### src/rtl/frame_tx_scheduler.sv
`default_nettype none
// ============================================================================
//  Module      : frame_tx_scheduler
//  Description : Burst scheduler for a frame transmitter. Accepts a burst
//                request (frame length, frame count, inter-frame guard),
//                then for each frame checks that the TX FIFO holds a whole
//                frame, waits for the transmitter, launches it with a
//                one-cycle start_tx pulse, tracks busy/done handshaking
//                and inserts the guard gap. It reports the burst result in
//                status and raises a sticky irq.
//  Ports       : clk, reset (async, active-high)
//                start_req, abort, irq_ack      - host controls
//                frame_len, frame_count,
//                guard_interval                 - burst parameters
//                size_fifo_tx, ready_tx         - transmitter side inputs
//                start_tx                       - per-frame launch pulse
//                busy, frames_sent, status, irq - burst progress / result
//  Revision    : 1.0  initial release
// ============================================================================
module frame_tx_scheduler (
    input  logic        clk,
    input  logic        reset,
    input  logic        start_req,
    input  logic        abort,
    input  logic [7:0]  frame_len,
    input  logic [7:0]  frame_count,
    input  logic [31:0] guard_interval,
    input  logic [7:0]  size_fifo_tx,
    input  logic        ready_tx,
    input  logic        irq_ack,
    output logic        start_tx,
    output logic        busy,
    output logic [7:0]  frames_sent,
    output logic [1:0]  status,
    output logic        irq
);

    typedef enum logic [2:0] {
        S_IDLE       = 3'd0,
        S_CHECK      = 3'd1,
        S_WAIT_READY = 3'd2,
        S_LAUNCH     = 3'd3,
        S_WAIT_BUSY  = 3'd4,
        S_WAIT_DONE  = 3'd5,
        S_GUARD      = 3'd6
    } state_t;

    localparam logic [1:0] c_ST_OK       = 2'd0;
    localparam logic [1:0] c_ST_UNDERRUN = 2'd1;
    localparam logic [1:0] c_ST_TIMEOUT  = 2'd2;
    localparam logic [1:0] c_ST_ABORTED  = 2'd3;

    state_t      r_state, w_state_next;
    logic [7:0]  r_len, r_count, r_sent, r_tmo;
    logic [31:0] r_guard, r_guard_cnt;
    logic [1:0]  r_status, w_status_next;
    logic        r_irq;

    logic        w_accept, w_finish, w_inc_sent, w_load_guard, w_dec_guard;
    logic        w_clr_tmo, w_inc_tmo, w_start_tx;
    logic [7:0]  w_sent_inc;

    // Saturating increment: the completed-frame count never wraps.
    assign w_sent_inc = (r_sent == 8'hFF) ? 8'hFF : r_sent + 8'd1;

    always_ff @(posedge clk or posedge reset) begin
        if (reset) r_state <= S_IDLE;
        else       r_state <= w_state_next;
    end

    always_comb begin
        w_state_next  = r_state;
        w_status_next = r_status;
        w_accept      = 1'b0;
        w_finish      = 1'b0;
        w_inc_sent    = 1'b0;
        w_load_guard  = 1'b0;
        w_dec_guard   = 1'b0;
        w_clr_tmo     = 1'b0;
        w_inc_tmo     = 1'b0;
        w_start_tx    = 1'b0;
        // Abort outranks everything, including the launch pulse itself.
        if (r_state != S_IDLE && abort) begin
            w_state_next  = S_IDLE;
            w_finish      = 1'b1;
            w_status_next = c_ST_ABORTED;
        end else begin
            case (r_state)
                S_IDLE: begin
                    if (start_req) begin
                        w_accept     = 1'b1;
                        w_state_next = S_CHECK;
                    end
                end
                S_CHECK: begin
                    if (size_fifo_tx >= r_len && r_len != 8'd0) begin
                        w_state_next = S_WAIT_READY;
                    end else begin
                        w_finish      = 1'b1;
                        w_status_next = c_ST_UNDERRUN;
                        w_state_next  = S_IDLE;
                    end
                end
                S_WAIT_READY: begin
                    if (ready_tx) w_state_next = S_LAUNCH;
                end
                S_LAUNCH: begin
                    w_start_tx   = 1'b1;
                    w_clr_tmo    = 1'b1;
                    w_state_next = S_WAIT_BUSY;
                end
                S_WAIT_BUSY: begin
                    if (!ready_tx) begin
                        w_state_next = S_WAIT_DONE;
                    end else begin
                        w_inc_tmo = 1'b1;
                        // Counter is about to reach 255 with the transmitter
                        // still idle: it never picked up the frame.
                        if (r_tmo == 8'd254) begin
                            w_finish      = 1'b1;
                            w_status_next = c_ST_TIMEOUT;
                            w_state_next  = S_IDLE;
                        end
                    end
                end
                S_WAIT_DONE: begin
                    if (ready_tx) begin
                        w_inc_sent = 1'b1;
                        if (w_sent_inc == r_count) begin
                            w_finish      = 1'b1;
                            w_status_next = c_ST_OK;
                            w_state_next  = S_IDLE;
                        end else if (r_guard == 32'd0) begin
                            w_state_next = S_CHECK;
                        end else begin
                            w_load_guard = 1'b1;
                            w_state_next = S_GUARD;
                        end
                    end
                end
                S_GUARD: begin
                    // Loaded with the guard value on entry, so leaving when it
                    // reads 1 spends exactly guard_interval cycles here.
                    if (r_guard_cnt <= 32'd1) w_state_next = S_CHECK;
                    else                      w_dec_guard  = 1'b1;
                end
                default: w_state_next = S_IDLE;
            endcase
        end
    end

    always_ff @(posedge clk or posedge reset) begin
        if (reset) begin
            r_len       <= 8'd0;
            r_count     <= 8'd0;
            r_guard     <= 32'd0;
            r_guard_cnt <= 32'd0;
            r_tmo       <= 8'd0;
            r_sent      <= 8'd0;
            r_status    <= 2'd0;
            r_irq       <= 1'b0;
        end else begin
            if (w_accept) begin
                r_len    <= frame_len;
                r_count  <= (frame_count == 8'd0) ? 8'd1 : frame_count;
                r_guard  <= guard_interval;
                r_sent   <= 8'd0;
                r_status <= 2'd0;
            end
            if (w_finish) r_status <= w_status_next;
            if (w_inc_sent) r_sent <= w_sent_inc;

            // A new completion event wins over a same-cycle acknowledge.
            if (w_finish)     r_irq <= 1'b1;
            else if (irq_ack) r_irq <= 1'b0;

            if (w_load_guard)     r_guard_cnt <= r_guard;
            else if (w_dec_guard) r_guard_cnt <= r_guard_cnt - 32'd1;

            if (w_clr_tmo)      r_tmo <= 8'd0;
            else if (w_inc_tmo) r_tmo <= r_tmo + 8'd1;
        end
    end

    assign start_tx    = w_start_tx;
    assign busy        = (r_state != S_IDLE);
    assign frames_sent = r_sent;
    assign status      = r_status;
    assign irq         = r_irq;

endmodule
`default_nettype wire
### config.mk
export PLATFORM = sky130hd
export DESIGN_NAME = frame_tx_scheduler
export DESIGN_NICKNAME = d
export VERILOG_FILES = /design/src/rtl/frame_tx_scheduler.sv
export SDC_FILE = /design/constraint.sdc
export NUM_CORES = 1
export LEC_CHECK = 0
export CAP_MARGIN = 20
export CORE_ASPECT_RATIO = 1.2
export CORE_MARGIN = 10
export CORE_UTILIZATION = 50
export DETAILED_ROUTE_END_ITERATION = 12
export DONT_BUFFER_PORTS = 1
export HOLD_SLACK_MARGIN = 0.1
export SYNTH_ARGS = -nofsm -noshare
export SYNTH_HDL_FRONTEND = slang
export SYNTH_SLANG_ARGS = --single-unit
### constraint.sdc
create_clock -name clk -period 4.3 [get_ports clk]
set_input_delay 0.43 -clock clk [delete_from_list [all_inputs] [get_ports clk]]
set_output_delay 0.43 -clock clk [all_outputs]
set_load 0.05 [all_outputs]
==> impl_metrics.py, run 1 <==
metrics = {
    "sta": {
        "rsz0062_at_grt": "no",
        "final-hold-violation-count": 0,
        "setup_tns_ns": 0,
        "finalCritPeriodShare_pct": 79.43,
        "relSlewSlack_pct": 44.49,
        "fmax_ghz": 0.2928,
        "setup_violations": 0,
        "finClkSkew_ns": 0.008103,
        "worst_pin_slew_ns": 0.8327,
        "slew_violations": 0,
        "setup_ws_ns": 0.8843,
        "min_period_ns": 3.416,
    },
    "critical_path": {
        "critPathKind": "register to register",
        "cp_max_fo": 27,
        "arrival_ns": 3.65,
        "endpoint_kind": "register",
        "crit_path_start_kind": "register",
        "cp_data_required_time_ns": 4.53,
    },
    "layout": {
        "diodes": 0,
        "stdcell_area_mm2": 0.006017,
        "final_nets": 717,
        "area_delta_synth_final_pct": 7.224,
        "drive_gt1_share_pct": 6.037,
    },
    "power_and_ir_drop": {
        "power.density_mw_per_mm2": 587.4,
        "irDropWorstVdd_uv": 282.4,
        "leakage_uw": 0.002636,
    },
    "global_routing": {
        "grt_usage_pct": 18.85,
        "antenna_found_initial": 0,
        "grt_first_pass_wirelength_um": 23870,
        "grt_pass1_vias": 4634,
        "gr-total-overflow": 0,
        "grt_start_max_net_pins": 82,
    },
    "floorplan": {
        "coreArea_mm2": 0.01098,
        "die_w_um": 116.7,
        "die_y_um": 136.1,
        "rows": 42,
        "start_util_pct": 51.09,
        "io-pin-count": 75,
        "dieArea_mm2": 0.01588,
    },
    "clocking": {
        "clockBufferDepth": 2,
        "htreeDepth": 3,
        "cts_tree": "done",
        "cts_inserted_buffers": 9,
        "clock_latency_ns": 0.35,
        "clock_sinks": 102,
        "cts_setup_buffers": 0,
        "root_buffer": "clkbuf_16",
        "clk_pin_slew_ns": 0.07,
    },
    "yosys": {
        "netlist_instances": 656,
        "synth_top_area_share_pct": 45.48,
        "synth_area_per_cell_um2": 8.554,
        "yosysSeqAreaShare_pct": 45.48,
        "synthesis.area_mm2": 0.005612,
        "ys_ff_latch": 102,
        "synth_top_cells_by_count": "164 x nand2_1, 102 x dfrtp_1, 37 x nor2_1, 27 x o21ai_0",
        "ys_types": 59,
        "synth-main-ff-cell": "dfrtp_1",
        "yosysMostFrequentCell": "nand2_1",
        "ys_top_cells_by_area": "dfrtp_1 45%, nand2_1 11%, ha_1 2.9%",
        "synth_warnings": 0,
        "synth_edf_count": 0,
        "synth_area_leader_cell": "dfrtp_1",
        "syn_nets": 731,
        "async_flop_share_pct": 100.0,
    },
    "placed_design": {
        "post_dp_cell_area_mm2": 0.005684,
        "dpl_worst_slack_ns": 0.8931,
        "place_hpwl_um": 10590,
        "numPortBuffers": 0,
        "globalplace.congestion": 0.8727,
    },
    "drt": {
        "vias": 4706,
        "antenna_left": 0,
        "route.detailed.drc": 0,
        "dr.pass1.iters": 6,
        "viasPerCell": 6.049,
        "wl_per_cell_um": 18.52,
        "first_iter_violations": 264,
        "drt-total-wl_um": 14410,
    },
    "run_status": {
        "outcome": "finished, final reports clean",
    },
    "job": {
        "maxCapViolCount": 0,
    },
    "worst_hold_path": {
        "hold_class": "input pin to register",
    },
}
[registers in the layout (all words and copies together), names as in the netlist]
| register | flops |
|---|---|
| frames_sent | 8 |
| irq | 1 |
| r_count | 8 |
| r_guard | 32 |
| r_guard_cnt | 32 |
| r_len | 8 |
| r_state | 3 |
| r_tmo | 8 |
| status | 2 |
[report_power, final]
part           switching (uW)  internal, uW
clock network             365           405
registers                 380          1270
logic                     690           428
[metal layers]
layer / vias to the layer above / global-route usage (%) / wire, um / share of wire [%]
met5: - / 0 / 0 / 0
met2: 83 / 30.83 / 7091 / 49
met3: 18 / 5.159 / 734 / 5.1
met4: 0 / 5.777 / 222 / 1.5
li1: 2324 / - / - / -
met1: 2281 / 23.61 / 6357 / 44
[what timing repair did]
action / 4_1_cts / 5_1_grt
gates resized for setup: 0 / 0
setup endpoints to repair: 0 / 0
hold buffers: 0 / 1
endpoints found under the hold margin: 0 / 14
[stage by stage]
step	hold WS, ns	total power [uW]	util [%]	std cells
final	0.1860	3534	54.78	778
after global placement	0.5082	2724	51.69	759
after floorplan	0.4679	2436	-	656
after CTS	0.1814	3542	54.26	775
after detailed placement	0.5049	2765	51.75	760
after global routing	0.1835	3805	54.78	778
[worst max-delay path, stage by stage, from the launching register on]
cell	delay, ns
dfrtp_1	0.88
nand2_1	0.22
o311ai_0	0.39
o311ai_0	0.33
a2111oi_4	0.54
a21oi_4	0.27
buf_4	0.30
a221o_1	0.36
[cell usage in the layout, fill, tap and decap left out, types with 9 or more instances in the layout]
| cell | instances |
|---|---|
| ha_1 | 13 |
| dfrtp_1 | 102 |
| nor4_1 | 20 |
| xor2_1 | 9 |
| o21ai_1 | 19 |
| nand2_1 | 164 |
| nand3_1 | 16 |
| nor3_1 | 17 |
| a21oi_1 | 26 |
| buf_4 | 10 |
| o21ai_0 | 27 |
| o211ai_1 | 11 |
| nand4_1 | 13 |
| inv_1 | 25 |
| nor2_1 | 37 |
| clkbuf_16 | 9 |
[cell families (layout without fill, tap and decap cells)]
family	Yosys count	after routing	synth area share, %
AO/OA/AOI/OAI	148	148	18.19
XOR/XNOR	12	12	1.873
adder cells (fa/ha/maj)	13	13	2.899
buffers and inverters	64	54	4.927
flip-flops	102	102	45.48
multiplexers	1	1	0.2675
AND/OR/NAND/NOR	316	316	26.35
[final timing paths]
kind	start	end	slack (ns)	cells after the start
max	frames_sent[6]	r_guard_cnt[29]	0.88	7
min	guard_interval[29]	r_guard[29]	0.19	2
max reg2reg	frames_sent[6]	r_guard_cnt[29]	0.88	7
min reg2reg	r_guard[24]	r_guard[24]	0.52	2
max in group asynchronous	reset	r_guard_cnt[18]	2.90	4
min in group asynchronous	reset	frames_sent[5]	0.49	2
[area by class of cell]
| type | count | area [um2] |
|---|---|---|
| fillers | 1057 | 4966 |
| clock buffers | 10 | 239.0 |
| well taps | 132 | 165.2 |
| flip-flops and latches | 102 | 2552 |
| repair buffers | 13 | 132.6 |
| clock inverters | 5 | 36.28 |
| multi-input cells | 490 | 2791 |
| inverters | 26 | 100.1 |
Note: power is estimated with default switching activity, not from simulation.
==> inputs of run 2 (changes only) <==
clock period = 3.24 ns   (was 4.3 ns; I/O delays follow)
==> run 2 against run 1 <==
Compared with the run above: critical path depth increased by 1; non-clock buffer count increased by 43; sequential cell count unchanged; clock skew decreased by 0.0014 ns; wire length increased by 3.9%; maximum frequency increased by 15%; highest routed layer unchanged; combinational power increased by 40%; global-route usage increased by 0.95 points; largest power group unchanged; count of clock-buffer cells in the layout increased by 1; register-to-register slack got worse by 0.62 ns; sequential power increased by 30%.
==> impl_metrics.py, run 2 (synthesis results as in run 1) <==
metrics = {
    "sta": {
        "slew_violations": 0,
        "setup_tns_ns": 0,
        "min_period_ns": 2.980,
        "whs_ns": 0.1001,
        "final-hold-violation-count": 0,
        "rsz0062_at_grt": "no",
        "finalCritPeriodShare_pct": 91.98,
        "relSlewSlack_pct": 45.94,
        "setup_violations": 0,
        "fmax_ghz": 0.3355,
        "setup_ws_ns": 0.2598,
        "worst_pin_slew_ns": 0.8109,
        "finClkSkew_ns": 0.006686,
    },
    "worst_hold_path": {
        "hold_depth": 2,
        "min_to": "r_guard[18]",
        "min-delay-start": "guard_interval[18]",
        "hold_class": "input pin to register",
    },
    "floorplan": {
        "coreArea_mm2": 0.01098,
        "dieArea_mm2": 0.01588,
        "start_util_pct": 51.09,
        "rows": 42,
        "io-pin-count": 75,
        "die_w_um": 116.7,
        "die_y_um": 136.1,
    },
    "layout": {
        "most-common-layout-cells": "164 x nand2_1, 102 x dfrtp_1, 37 x nor2_1",
        "final_common_cell": "nand2_1",
        "regArea_mm2": 0.002552,
        "fillers": 998,
        "drive_gt1_share_pct": 7.971,
        "top_regs": "r_guard (32), r_guard_cnt (32)",
        "stdcell_area_mm2": 0.006385,
        "diodes": 0,
        "multiInputGateArea_mm2": 0.002791,
        "area_delta_synth_final_pct": 13.78,
        "final_util_pct": 58.13,
        "final_nets": 760,
    },
    "critical_path": {
        "rr_endpoint": "r_guard_cnt[11]",
        "crit_path_start_kind": "register",
        "crit_buf_inv": 1,
        "critPathMaxStageDelay_ns": 0.61,
        "r2r_slack_ns": 0.26,
        "critPathTopFamily": "compound AO/OA/AOI/OAI gates",
        "crit_chain": "nor2b_1 -> nand2_1 -> nor3b_1 -> o21ai_0 -> a21oi_4 -> buf_4 -> a211oi_1 -> a211o_1",
        "arrival_ns": 3.22,
        "r2r_cells": 8,
        "cp_max_fo": 25,
        "cp_data_required_time_ns": 3.48,
        "setup.worst_path.start": "r_state[2]",
        "critPathKind": "register to register",
        "cp_slowest_cell": "a21oi_4",
        "endpoint_kind": "register",
        "reg2reg_from": "r_state[2]",
    },
    "drt": {
        "drt-total-wl_um": 14970,
        "antenna_left": 0,
        "vias": 4941,
        "wl_per_cell_um": 18.21,
        "first_iter_violations": 368,
        "dr.pass1.iters": 7,
        "route.detailed.drc": 0,
        "viasPerCell": 6.011,
    },
    "power_and_ir_drop": {
        "power_switching_uw": 1927,
        "p_clk_share_pct": 22.0,
        "p_seq_share_pct": 45.0,
        "switching_share_pct": 40.46,
        "power.density_mw_per_mm2": 745.7,
        "irDropWorstVdd_uv": 360.5,
        "internal-power_uw": 2835,
        "pwr-share-comb_pct": 33.0,
        "leakage_uw": 0.002830,
    },
    "global_routing": {
        "grt_usage_pct": 19.79,
        "grt_first_pass_wirelength_um": 25380,
        "antenna_found_initial": 0,
        "gr-total-overflow": 0,
        "grt_pass1_vias": 5065,
        "grt_start_max_net_pins": 65,
    },
    "placed_design": {
        "dpl_worst_slack_ns": 0.3377,
        "numPortBuffers": 0,
        "globalplace.congestion": 0.8525,
        "place_hpwl_um": 11100,
        "post_dp_cell_area_mm2": 0.005819,
    },
    "job": {
        "maxCapViolCount": 0,
    },
    "clocking": {
        "clock_sinks": 102,
        "clockBufferDepth": 2,
        "root_buffer": "clkbuf_16",
        "clock_latency_ns": 0.34,
        "clk_pin_slew_ns": 0.07,
        "cts_setup_buffers": 0,
        "cts_tree": "done",
        "htreeDepth": 3,
        "cts_inserted_buffers": 9,
    },
    "run_status": {
        "outcome": "finished, final reports clean",
    },
}
[run 2: routing by layer]
layer  global-route usage, %  routed length, um  part of all wire [%]  up-vias
met3                   4.453                897                   6.0       25
met1                   24.61               6227                    42     2386
met5                       0                  0                     0        -
met2                   32.64               7562                    51      132
li1                        -                  -                     -     2398
met4                   7.428                278                   1.9        0
[run 2: worst max-delay path by stage]
stage / end / slack (ns) / cells past startpoint
after floorplan: r_state[1] / 0.22 / 12
final: r_guard_cnt[11] / 0.26 / 8
after global routing: r_guard_cnt[11] / 0.08 / 8
after global placement: r_guard_cnt[11] / 0.40 / 9
after detailed placement: r_guard_cnt[11] / 0.34 / 9
after CTS: r_guard_cnt[11] / 0.31 / 8
[run 2: per-stage QoR]
stage,cells,power (uW)
after floorplan,656,3233
after global placement,778,3659
after detailed placement,778,3712
after CTS,822,4791
after global routing,822,5120
final,822,4761
[run 2: final cells by class]
class,count,share of cell area (%)
inverters,26,1.568
repair buffers,56,7.682
multi-input cells,490,43.72
flip-flops and latches,102,39.98
clock buffers,11,3.802
clock inverters,5,0.6663
well taps,132,2.587
[run 2: worst register-to-register path, stage by stage (launching register included)]
cell	delay (ns)
dfrtp_1	0.51
nor2b_1	0.32
nand2_1	0.20
nor3b_1	0.33
o21ai_0	0.29
a21oi_4	0.61
buf_4	0.33
a211oi_1	0.06
a211o_1	0.23
[run 2: what timing repair did]
| item | in CTS | in global routing |
|---|---|---|
| hold endpoints to repair | 89 | 0 |
| gates resized for setup | 0 | 0 |
| hold buffers | 28 | 0 |
[run 2: power by group through the flow]
stage          logic (uW)  clock network [uW]  registers, uW
2_1_floorplan        1220                   0           2020
3_3_place_gp         1500                   0           2160
3_5_place_dp         1540                   0           2170
4_1_cts              1580                1060           2150
5_1_grt              1800                1110           2210
6_report             1570                1050           2140
==> inputs of run 3 (changes only) <==
CORE_ASPECT_RATIO = unset   (was 1.2)
MAX_ROUTING_LAYER = met4   (was unset)
clock period = 3.4 ns   (was 3.24 ns; I/O delays follow)
==> run 3 against run 2 <==
Compared with the run above: largest cell class unchanged; sequential power down 5%; critical endpoint is now r_guard_cnt[14]; worst setup slack better by 0.16 ns; count of clock-buffer cells in the layout did not move; combinational power down 4%.
==> impl_metrics.py, run 3 (synthesis results as in run 1) <==
metrics = {
    "run_status": {
        "outcome": "finished, final reports clean",
    },
    "critical_path": {
        "cp_slowest_cell": "a2111oi_4",
        "cp_data_required_time_ns": 3.69,
        "critPathMaxStageDelay_ns": 0.46,
        "crit_chain": "ha_1 -> and3_1 -> and3_4 -> mux2_4 -> a2111oi_4 -> a21oi_4 -> buf_4 -> a311oi_1 -> a211o_1",
        "reg2reg_from": "frames_sent[1]",
        "critPathTopFamily": "compound AO/OA/AOI/OAI gates",
        "endpoint_kind": "register",
        "crit_buf_inv": 1,
        "r2r_slack_ns": 0.42,
        "rr_endpoint": "r_guard_cnt[14]",
        "arrival_ns": 3.27,
        "r2r_cells": 9,
        "critPathKind": "register to register",
        "crit_path_start_kind": "register",
        "cp_max_fo": 38,
    },
    "power_and_ir_drop": {
        "leakage_uw": 0.002852,
        "irDropWorstVdd_uv": 479.2,
        "power.density_mw_per_mm2": 707.3,
    },
    "global_routing": {
        "grt_usage_pct": 18.51,
        "grt_start_max_net_pins": 66,
        "grt_first_pass_wirelength_um": 23990,
        "gr-total-overflow": 0,
        "grt_pass1_vias": 4843,
        "antenna_found_initial": 0,
    },
    "sta": {
        "slew_violations": 0,
        "finalCritPeriodShare_pct": 87.68,
        "worst_pin_slew_ns": 0.8295,
        "whs_ns": 0.1095,
        "relSlewSlack_pct": 44.70,
        "fmax_ghz": 0.3354,
        "setup_tns_ns": 0,
        "finClkSkew_ns": 0.007698,
        "setup_violations": 0,
        "min_period_ns": 2.981,
        "final-hold-violation-count": 0,
        "rsz0062_at_grt": "no",
    },
    "drt": {
        "route.detailed.drc": 0,
        "first_iter_violations": 406,
        "viasPerCell": 5.864,
        "dr.pass1.iters": 5,
        "drt-total-wl_um": 14400,
        "antenna_left": 0,
        "vias": 4902,
        "wl_per_cell_um": 17.23,
    },
    "floorplan": {
        "coreArea_mm2": 0.01094,
        "die_y_um": 125.9,
        "die_w_um": 125.9,
        "start_util_pct": 51.32,
        "io-pin-count": 75,
        "rows": 38,
        "dieArea_mm2": 0.01586,
    },
    "worst_hold_path": {
        "min-delay-start": "guard_interval[4]",
        "min_to": "r_guard[4]",
        "hold_depth": 2,
        "hold_class": "input pin to register",
    },
    "placed_design": {
        "numPortBuffers": 0,
        "globalplace.congestion": 0.8707,
        "place_hpwl_um": 10130,
        "post_dp_cell_area_mm2": 0.005769,
    },
    "layout": {
        "diodes": 0,
        "stdcell_area_mm2": 0.006491,
        "drive_gt1_share_pct": 6.753,
        "final_nets": 766,
        "top_regs": "r_guard (32), r_guard_cnt (32)",
        "area_delta_synth_final_pct": 15.67,
        "final_common_cell": "nand2_1",
        "most-common-layout-cells": "164 x nand2_1, 102 x dfrtp_1, 42 x dlygate4sd3_1",
    },
    "clocking": {
        "root_buffer": "clkbuf_16",
        "cts_resized": 0,
        "clock_sinks": 102,
        "cts_setup_buffers": 0,
        "cts_inserted_buffers": 9,
        "clk_pin_slew_ns": 0.07,
        "cts_hold_buf": 42,
        "cts_tree": "done",
        "htreeDepth": 3,
        "clockBufferDepth": 2,
        "clock_latency_ns": 0.36,
    },
    "job": {
        "maxCapViolCount": 0,
    },
}
run 3: cell types whose count changed in the layout (fill, tap and decap cells not counted):
cell	before	now
buf_4	28	20
bufinv_16	0	1
clkinv_2	0	1
clkinv_4	3	1
clkinvlp_4	1	2
dlygate4sd3_1	28	42
inv_6	1	0
run 3: worst reg2reg max path, cell delays in order, from the launching register on:
cell	delay (ns)
dfrtp_1	0.35
ha_1	0.35
and3_1	0.38
and3_4	0.25
mux2_4	0.31
a2111oi_4	0.46
a21oi_4	0.10
buf_4	0.27
a311oi_1	0.31
a211o_1	0.14
run 3: worst max path at each step:
stage                               from              end  slack (ns)  depth (start not counted)
after floorplan                    reset   frames_sent[0]        0.38                          1
after global placement    frames_sent[0]  r_guard_cnt[27]        0.53                          8
after detailed placement  frames_sent[1]  r_guard_cnt[14]        0.46                          9
after CTS                 frames_sent[1]  r_guard_cnt[14]        0.43                          9
after global routing      frames_sent[1]  r_guard_cnt[14]        0.27                          9
final                     frames_sent[1]  r_guard_cnt[14]        0.42                          9
run 3: cell type report:
| type | count | area (um2) |
|---|---|---|
| clock buffer | 11 | 242.7 |
| clock inverter | 5 | 58.81 |
| fill | 1019 | 4444 |
| inverter | 26 | 100.1 |
| multi-input combinational | 490 | 2791 |
| sequential | 102 | 2552 |
| tap | 140 | 175.2 |
| timing repair buffer | 62 | 570.5 |
run 3: stage by stage:
| step | util (%) | std cells | worst slack, ns | total power, uW |
|---|---|---|---|---|
| final | 59.36 | 836 | 0.4187 | 4591 |
| after global routing | 59.36 | 836 | 0.2663 | 4922 |
| after CTS | 59.36 | 836 | 0.4280 | 4612 |
| after detailed placement | 52.76 | 778 | 0.4579 | 3501 |
| after global placement | 52.69 | 777 | 0.5257 | 3454 |
| after floorplan | - | 656 | 0.3816 | 3081 |
run 3: metal layers:
metal	routed length (um)	global-route usage [%]	vias up	part of all wire (%)
met1	7042	24.73	2353	49
met5	0	-	-	0
li1	-	-	2415	-
met4	184	5.157	0	1.3
met2	6525	27.66	117	45
met3	650	4.111	17	4.5
run 3: power by group:
| part | internal [uW] | switching (uW) |
|---|---|---|
| clock | 591 | 465 |
| sequential | 1600 | 435 |
| combinational | 576 | 922 |
| total | 2770 | 1820 |
